$ cat src/rtl/culsans_sram_arbiter.sv
// Round-robin arbiter that shares one single-ported SRAM between NumPorts
// requesters. Grants are combinational in the request cycle. Each accepted
// access, read or write, earns exactly one response pulse SramLatency cycles
// later. A small {valid, port} shift pipeline routes that pulse back to the
// port that issued the access.
//
// Handshake: a port presents req_i with its command. The access is accepted
// in the cycle that req_i[k] & gnt_o[k] is high, and nothing is queued. A
// port that is not granted must keep requesting; there is no hold-off
// buffer. rvalid_o[k] is a single-cycle pulse, and rdata_o is meaningful
// only while it is high. A response pulse is produced for writes as well.
module culsans_sram_arbiter #(
    parameter int NumPorts    = 4,
    parameter int AddrWidth   = 32,
    parameter int DataWidth   = 64,
    parameter int SramLatency = 1
) (
    input  logic                            clk_i,
    input  logic                            rst_i,
    input  logic [NumPorts-1:0]             req_i,
    input  logic [NumPorts-1:0]             we_i,
    input  logic [NumPorts*AddrWidth-1:0]   addr_i,
    input  logic [NumPorts*DataWidth-1:0]   wdata_i,
    input  logic [NumPorts*DataWidth/8-1:0] be_i,
    output logic [NumPorts-1:0]             gnt_o,
    output logic [NumPorts-1:0]             rvalid_o,
    output logic [DataWidth-1:0]            rdata_o,
    output logic                            sram_req_o,
    output logic                            sram_we_o,
    output logic [AddrWidth-1:0]            sram_addr_o,
    output logic [DataWidth-1:0]            sram_wdata_o,
    output logic [DataWidth/8-1:0]          sram_be_o,
    input  logic [DataWidth-1:0]            sram_rdata_i
);

    localparam int BeWidth = DataWidth / 8;
    localparam int PtrW    = $clog2(NumPorts);

    typedef logic [PtrW-1:0] idx_t;

    localparam idx_t LastPort = idx_t'(NumPorts - 1);

    // Round-robin pointer: the port with the highest priority this cycle.
    idx_t rr_ptr;

    // Winner of the current arbitration round.
    idx_t gnt_idx;
    logic gnt_any;
    logic accept;

    // Scratch value for the rotating priority search.
    logic [PtrW:0] cand;

    // Response tracking: one slot per cycle of SRAM latency.
    logic pipe_valid [SramLatency];
    idx_t pipe_idx   [SramLatency];
    logic resp_valid;

    // Per-port views of the flattened command buses.
    logic [AddrWidth-1:0] addr_arr  [NumPorts];
    logic [DataWidth-1:0] wdata_arr [NumPorts];
    logic [BeWidth-1:0]   be_arr    [NumPorts];

    // Split the flattened per-port buses into indexable arrays.
    always_comb begin
        for (int k = 0; k < NumPorts; k++) begin
            addr_arr[k]  = addr_i[k*AddrWidth +: AddrWidth];
            wdata_arr[k] = wdata_i[k*DataWidth +: DataWidth];
            be_arr[k]    = be_i[k*BeWidth +: BeWidth];
        end
    end

    // Rotating priority search. The loop walks offsets from the lowest
    // priority to the highest, so the last requester it finds is the one
    // that wins.
    always_comb begin
        gnt_idx = rr_ptr;
        gnt_any = 1'b0;
        cand    = '0;
        for (int off = NumPorts - 1; off >= 0; off--) begin
            cand = {1'b0, rr_ptr} + (PtrW+1)'(off);
            if (cand >= (PtrW+1)'(NumPorts)) begin
                cand = cand - (PtrW+1)'(NumPorts);
            end
            if (req_i[cand[PtrW-1:0]]) begin
                gnt_idx = cand[PtrW-1:0];
                gnt_any = 1'b1;
            end
        end
    end

    // Reset masks every grant, so nothing can be accepted while rst_i is high.
    assign accept = gnt_any & ~rst_i;

    // Grant vector and SRAM command mux. Outputs are zero when there is no winner.
    always_comb begin
        gnt_o        = '0;
        sram_req_o   = (|req_i) & ~rst_i;
        sram_we_o    = 1'b0;
        sram_addr_o  = '0;
        sram_wdata_o = '0;
        sram_be_o    = '0;
        if (accept) begin
            gnt_o[gnt_idx] = 1'b1;
            sram_we_o      = we_i[gnt_idx];
            sram_addr_o    = addr_arr[gnt_idx];
            sram_wdata_o   = wdata_arr[gnt_idx];
            sram_be_o      = be_arr[gnt_idx];
        end
    end

    // Advance the round-robin pointer past the winner on each accepted access.
    always_ff @(posedge clk_i) begin
        if (rst_i) begin
            rr_ptr <= '0;
        end else if (accept) begin
            rr_ptr <= (gnt_idx == LastPort) ? '0 : gnt_idx + idx_t'(1);
        end
    end

    // Shift the accepted port index along the latency pipeline. Reset clears
    // all slots, so accesses that are still in flight are dropped.
    always_ff @(posedge clk_i) begin
        if (rst_i) begin
            for (int i = 0; i < SramLatency; i++) begin
                pipe_valid[i] <= 1'b0;
                pipe_idx[i]   <= '0;
            end
        end else begin
            pipe_valid[0] <= accept;
            pipe_idx[0]   <= gnt_idx;
            for (int i = 1; i < SramLatency; i++) begin
                pipe_valid[i] <= pipe_valid[i-1];
                pipe_idx[i]   <= pipe_idx[i-1];
            end
        end
    end

    // The last pipeline slot lines up with the SRAM read data.
    assign resp_valid = pipe_valid[SramLatency-1] & ~rst_i;

    // Steer the response pulse to its port and gate the shared read data.
    always_comb begin
        rvalid_o = '0;
        rdata_o  = '0;
        if (resp_valid) begin
            rvalid_o[pipe_idx[SramLatency-1]] = 1'b1;
            rdata_o                           = sram_rdata_i;
        end
    end

endmodule

$ cat config.mk
export PLATFORM = sky130hd
export DESIGN_NAME = culsans_sram_arbiter
export DESIGN_NICKNAME = d
export VERILOG_FILES = /design/src/rtl/culsans_sram_arbiter.sv
export SDC_FILE = /design/constraint.sdc
export NUM_CORES = 1
export LEC_CHECK = 0
export CAP_MARGIN = 20
export CORE_AREA = 2 2 257 259
export CTS_CLUSTER_DIAMETER = 150
export DETAILED_ROUTE_END_ITERATION = 12
export DIE_AREA = 0 0 259 261
export PLACE_DENSITY = 0.3
export SYNTH_ARGS = -nofsm -noshare
export SYNTH_HDL_FRONTEND = slang
export SYNTH_SLANG_ARGS = --single-unit
$ cat constraint.sdc
create_clock -name clk_i -period 2.2 [get_ports clk_i]
set_input_delay 0.33 -clock clk_i [delete_from_list [all_inputs] [get_ports clk_i]]
set_output_delay 0.33 -clock clk_i [all_outputs]
set_load 0.02 [all_outputs]
# Word-level counts from Yosys, hierarchy flattened
# Memories as Yosys holds them, arrays and structs flattened.
# Index checks and enable logic that the tools add are counted.
dict set report classes {
  n_lt_le_gt_ge 13
  addsub 8
  n_reduce_logical 5
  bitwise 5
  mux 50
  eq_ne 1
}
# op count
set ops {}
lappend ops {{two-way mux 64 bit} 4}
lappend ops {{binary-select mux 64 bit (select 2 bit)} 1}
lappend ops {{two-way mux 32 bit} 3}
lappend ops {{binary-select mux 32 bit (select 2 bit)} 1}
lappend ops {{two-way mux 8 bit} 3}
lappend ops {{two-way mux 2 bit} 10}
lappend ops {{less-than comparator 2 x 3 -> 1 bit, second input constant} 6}
lappend ops {{two-way mux 1 bit} 18}
lappend ops {{binary-select mux 8 bit (select 2 bit)} 1}
lappend ops {{>= comparator 3 bit, second input constant} 4}
lappend ops {{binary-select mux 1 bit (select 2 bit)} 5}
lappend ops {{two-way mux 4 bit} 2}
lappend ops {{subtractor 2 x 1 -> 2 bit, second input constant} 4}
lappend ops {{adder 2 x 2 -> 3 bit, second input constant} 2}
lappend ops {{demux 1 bit (select 2 bit)} 2}
lappend ops {{>= comparator 2 x 1 -> 1 bit, second input constant} 2}
lappend ops {{OR reduction 4 bit} 1}
lappend ops {{adder 2 x 1 -> 3 bit, second input constant} 1}
lappend ops {{bitwise AND 1 bit} 3}
lappend ops {{>= comparator 2 x 3 -> 1 bit, second input constant} 1}
lappend ops {{inverter 2 -> 3 bit} 1}
lappend ops {{adder 2 x 1 -> 2 bit, second input constant} 1}
lappend ops {{equality test 2 bit, second input constant} 1}
lappend ops {{logical AND 1 bit} 2}
lappend ops {{other kinds (3)} 3}
dict set report word_totals {
  ramBits 3
  mem_count 2
  out_inout_bits 178
  in_bits 490
  register_bits 2
  word_cells 85
}
# memory depth width read_ports rd_ports_with_merged_regs write_ports line_no
set memory_table {}
lappend memory_table {pipe_idx 1 2 1 0 1 56} ;# idx_t pipe_idx [SramLatency];
lappend memory_table {pipe_valid 1 1 1 0 1 55} ;# logic pipe_valid [SramLatency];

# Longest topological paths before layout
# Gate-level depths: netlist of run 1.
dict set report logic_depth {
  ltp_word 14
  depth_mapped 9
  ltp_nobuf 6
}

# Worst setup path after synthesis of run 1
# Ideal clock, no wire load.
dict set report synth_timing {
  kind {reg2out}
  from {register rr_ptr[1]}
  to {output port sram_addr_o[0]}
  slack_ns 0.119
  stages_incl_launch_ff 9
  arrival_time_ns 1.751
  cell_sequence {dfxtp_1 > or3_1 > o21ai_1 > o31ai_2 > buf_6 > buf_12 > buf_12 > mux2i_1 > o22ai_1}
}
dict set report synth_via {
  elab_chain_len 14
}
# element line_no
set synth_lines {}
lappend synth_lines {{from (decl)} 44} ;# idx_t rr_ptr;
lappend synth_lines {{from (signal assigned)} 117} ;# rr_ptr <= (gnt_idx == LastPort) ? '0 : gnt_idx + idx_t'(1);
lappend synth_lines {{adder 2 x 2 -> 3 bit} 81} ;# cand = {1'b0, rr_ptr} + (PtrW+1)'(off);
lappend synth_lines {{>= comparator 3 bit / subtractor 2 x 1 -> 2 bit (equally long branches)} {82, 83}}
lappend synth_lines {{two-way mux 2 bit} 82} ;# if (cand >= (PtrW+1)'(NumPorts)) begin
lappend synth_lines {{binary-select mux 1 bit (select 2 bit)} 85} ;# if (req_i[cand[PtrW-1:0]]) begin
lappend synth_lines {{two-way mux 1 bit (implied by the code)} 85}
lappend synth_lines {{two-way mux 2 bit (4 in series)} 85}
lappend synth_lines {{inverter 2 -> 3 bit (implied by the code)} 106} ;# sram_addr_o = addr_arr[gnt_idx];
lappend synth_lines {{binary-select mux 32 bit (select 2 bit)} 106}
lappend synth_lines {{two-way mux 32 bit (implied by the code) (2 in series)} 106}
lappend synth_lines {{two-way mux 32 bit (*)} 103} ;# if (accept) begin
lappend synth_lines {{to (decl)} 30} ;# output logic [AddrWidth-1:0] sram_addr_o,
# Mark *: on every way between the ends. The rest lies on a longest branch, timed or not. The select of a mux whose other input is x is not followed.

# Final worst setup path of run 1
dict set report layout_timing {
  from {register rr_ptr[0]}
  to {output port sram_wdata_o[33]}
}
dict set report layout_via {
  elab_chain_len 14
}
# element line_no
set layout_lines {}
lappend layout_lines {{adder 2 x 2 -> 3 bit} 81}
lappend layout_lines {{>= comparator 3 bit / subtractor 2 x 1 -> 2 bit (equally long branches)} {82, 83}}
lappend layout_lines {{two-way mux 2 bit} 82}
lappend layout_lines {{binary-select mux 1 bit (select 2 bit)} 85}
lappend layout_lines {{two-way mux 1 bit (implied by the code)} 85}
lappend layout_lines {{two-way mux 2 bit (4 in series)} 85}
lappend layout_lines {{inverter 2 -> 3 bit (implied by the code)} 107} ;# sram_wdata_o = wdata_arr[gnt_idx];
lappend layout_lines {{binary-select mux 64 bit (select 2 bit)} 107}
lappend layout_lines {{two-way mux 64 bit (implied by the code) (2 in series)} 107}
lappend layout_lines {{two-way mux 64 bit (*)} 103}
lappend layout_lines {{to (decl)} 31} ;# output logic [DataWidth-1:0] sram_wdata_o,
# Marks and branches as above.

==> results_dict.tcl, run 1 <==
set metrics [dict create \
    status "finished with violations" \
    violations "negative setup slack" \
    initial_core_util 0.0619 \
    grt_pass1_wl_microns 53200 \
    comb_power_share 0.946 \
    die_w_microns 259 \
    period_minus_slack_ns 2.54 \
    switching_power_w 0.00324 \
    syn2layout_area_growth_pct 249 \
    max_slew.worst_pin.slew_ns 0.346 \
    rsz0062_at_grt "true" \
    syn-num-nets 972 \
    cts_tree "yes" \
    maxCapViolations 0 \
    hpwl_microns 33000 \
    clkSlewWorstSetupHoldPaths_ns 0.03 \
    ys_async_sr_fraction 0 \
    cts_sinks 5 \
    setup.worst_path.start_class "register" \
    synth_top_area_share 0.527 \
    p_int_w 0.00456 \
    skew_ns 0.00393 \
    yosysWarnings 0 \
    route.detailed.drc 0 \
    synth-edff-count 0 \
    synth_seq_area_share 0.0249 \
    r2r_setup_slack_ns 0.26 \
    hold_ws_ns 0.517 \
    cts_buffers 3 \
    slew-limit-headroom 0.768 \
    htreeDepth 1 \
    end_kind "output port" \
    syn-cell-area_sq_um 4030 \
    crit_slowest_cell "dfxtp_4" \
    ios 668 \
    cp_data_required_time_ns 1.87 \
    clk_latency_ns 0.23 \
    arrival_ns 2.21 \
    synth_cells 478 \
    worstHoldPathType "input port to register" \
    die_area_sq_um 67600 \
    cts_root_buf "clkbuf_16" \
    yosysMostFrequentCell "mux2i_1" \
    first_pass_iters 4 \
    synth_area_leaders "mux2i_1, o22ai_1, and2_1, buf_12, buf_6" \
    nNetsFinal 1732 \
    portBuffers 667 \
    p_per_area_nw_per_um2 555 \
    grt_usage 0.108 \
    period_share 1.16 \
    grt_pass1_vias 7498 \
    fin_cells 2104 \
    grt_max_degree 27 \
    die_h_microns 261 \
    top_layer "met5" \
    worst-path-buf-inv 4 \
    crit_type "register to output port" \
    drive_gt1_frac 0.324 \
    crit_path_cell_trace "and2b_2 -> o31ai_4 -> buf_12 -> buf_16 -> buf_6 -> mux2i_2 -> o22ai_1 -> clkdlybuf4s15_2" \
    avgViaCountPerCell 3.29 \
    hold_violations 0 \
    yosys.area.top_type "mux2i_1" \
    wirelength_microns 40800 \
    clockBufferDepth 2 \
    num_vias 6925 \
    seq_power_share 0.016 \
    clock_power_share 0.038 \
    maxSlewViolCount 0 \
    post-route-util 0.216 \
    cp_top_family "buffers and inverters" \
    synth-main-ff-cell "dfxtp_1" \
    power_w 0.00779 \
    wl_met2_microns 23100 \
    placementRows 94 \
    avgSynthCellArea_sq_um 8.42 \
    drt_iter0_drc 160 \
    layout_setup_ws_ns -0.344 \
    gp_congestion 0.770 \
    wire_per_inst_microns 19.4 \
    wl_met1_microns 13700 \
    cpPeakStageDelay_ns 0.36 \
    finalSetupViolations 109 \
    grt_remaining_overflow 0 \
    switching_share 0.415 \
    core_area_sq_um 65000 \
    antenna_found_initial 6 \
    synth-seq-cells 5 \
    p_leak_nw 5.55 \
    irDropWorstVdd_uv 243 \
    max_freq_mhz 393 \
    dr_wl_met3_microns 3620 \
    ant_nets 0 \
    synth_common_cells "mux2i_1, o22ai_1, and2_1" \
    dpl.cell_count 2045 \
    synthDistinctLibCells 31 \
    crit_fanout 7 \
]
power by group through the flow:
stage               Clock (W)  Combinational [W]  Sequential [W]
finish               0.000298            0.00737        0.000126
global placement            0            0.00573        0.000125
detailed placement          0            0.00569        0.000124
floorplan                   0            0.00288        0.000121
CTS                  0.000304            0.00695        0.000126
global route         0.000311            0.00780        0.000129
final cells by class:
| class | count | area (sq um) |
|---|---|---|
| repair buffers | 808 | 8550 |
| inverters | 3 | 21.3 |
| fillers | 7161 | 51000 |
| flip-flops and latches | 5 | 105 |
| well taps | 864 | 1080 |
| diodes | 3 | 7.51 |
| clock buffers | 4 | 78.8 |
| multi-input cells | 417 | 4200 |
metal layers:
metal,up-vias,track usage
li1,3364,-
met1,3138,0.104
met2,403,0.227
met3,18,0.0322
met4,2,0.0116
met5,-,0
cell families (layout without fill, tap and decap cells):
family / count (synthesis) / in the layout / synth area share
flops: 5 / 5 / 0.0249
mux: 212 / 212 / 0.527
simple gates: 89 / 89 / 0.136
buf+inv: 56 / 815 / 0.124
fa+ha+maj: 4 / 4 / 0.0124
other cells: 0 / 3 / 0
compound gates: 112 / 112 / 0.176
worst reg2reg max path, cell delays in order (launching register included):
cell	delay [ns]
dfxtp_2	0.32
or3_4	0.34
o21ai_4	0.08
o31ai_4	0.09
buf_12	0.17
buf_12	0.15
buf_4	0.15
buf_8	0.12
ha_2	0.24
mux2i_1	0.12
nor2_1	0.06
flip-flops by register name (all words and copies together) (netlist names):
| signal | cells |
|---|---|
| rr_ptr | 2 |
| pipe_valid | 1 |
| pipe_idx | 2 |
timing repair:
item                       4_1_cts  5_1_grt
setup endpoints to repair      176      149
gates cloned                    12        5
pin swaps                       36       41
hold buffers                     0        0
gates resized for setup        817       99
buffers inserted                23       20
placed cells by master, fill, tap and decap left out, types with 3 or more instances in the layout:
master	n
clkdlybuf4s50_1	484
mux2i_1	154
buf_4	124
o22ai_1	79
and2_1	64
buf_6	58
clkdlybuf4s15_2	35
mux2i_2	32
dlygate4sd2_1	30
buf_12	30
mux2i_4	26
o22ai_2	21
buf_8	16
buf_16	13
clkbuf_16	8
nor2_1	7
o22ai_4	5
buf_2	5
and2_4	4
diode_2	3
clkbuf_2	3
dfxtp_1	3
metrics by stage:
step                      area, sq um  setup slack, ns  setup TNS (ns)
after detailed placement        12200            -1.13         -117.50
final                           14000           -0.344          -25.79
after global placement          12200            -1.12         -119.15
after global routing            14000           -0.463          -38.36
after floorplan                  4030            0.119               0
after CTS                       13400           -0.410          -31.12
worst paths after layout:
kind,startpoint,to,cells after the start
setup / recovery,rr_ptr[0]$_SDFFE_PP0P_,sram_wdata_o[33],8
hold / removal,rst_i,rr_ptr[0]$_SDFFE_PP0P_,3
setup reg to reg,rr_ptr[1]$_SDFFE_PP0P_,rr_ptr[1]$_SDFFE_PP0P_,10
hold reg to reg,rr_ptr[0]$_SDFFE_PP0P_,rr_ptr[0]$_SDFFE_PP0P_,2
No activity file was read; power rests on OpenSTA's default activity.
==> inputs of run 2 (changes only) <==
--- a/config.mk
+++ b/config.mk
@@ -5,6 +5,7 @@
 export SDC_FILE = /design/constraint.sdc
 export NUM_CORES = 1
 export LEC_CHECK = 0
+export ABC_AREA = 0
 export CAP_MARGIN = 20
 export CORE_AREA = 2 2 257 259
 export CTS_CLUSTER_DIAMETER = 150
==> results of run 2 <==
The final DEF is identical to that of run 1; final timing and power are the same.
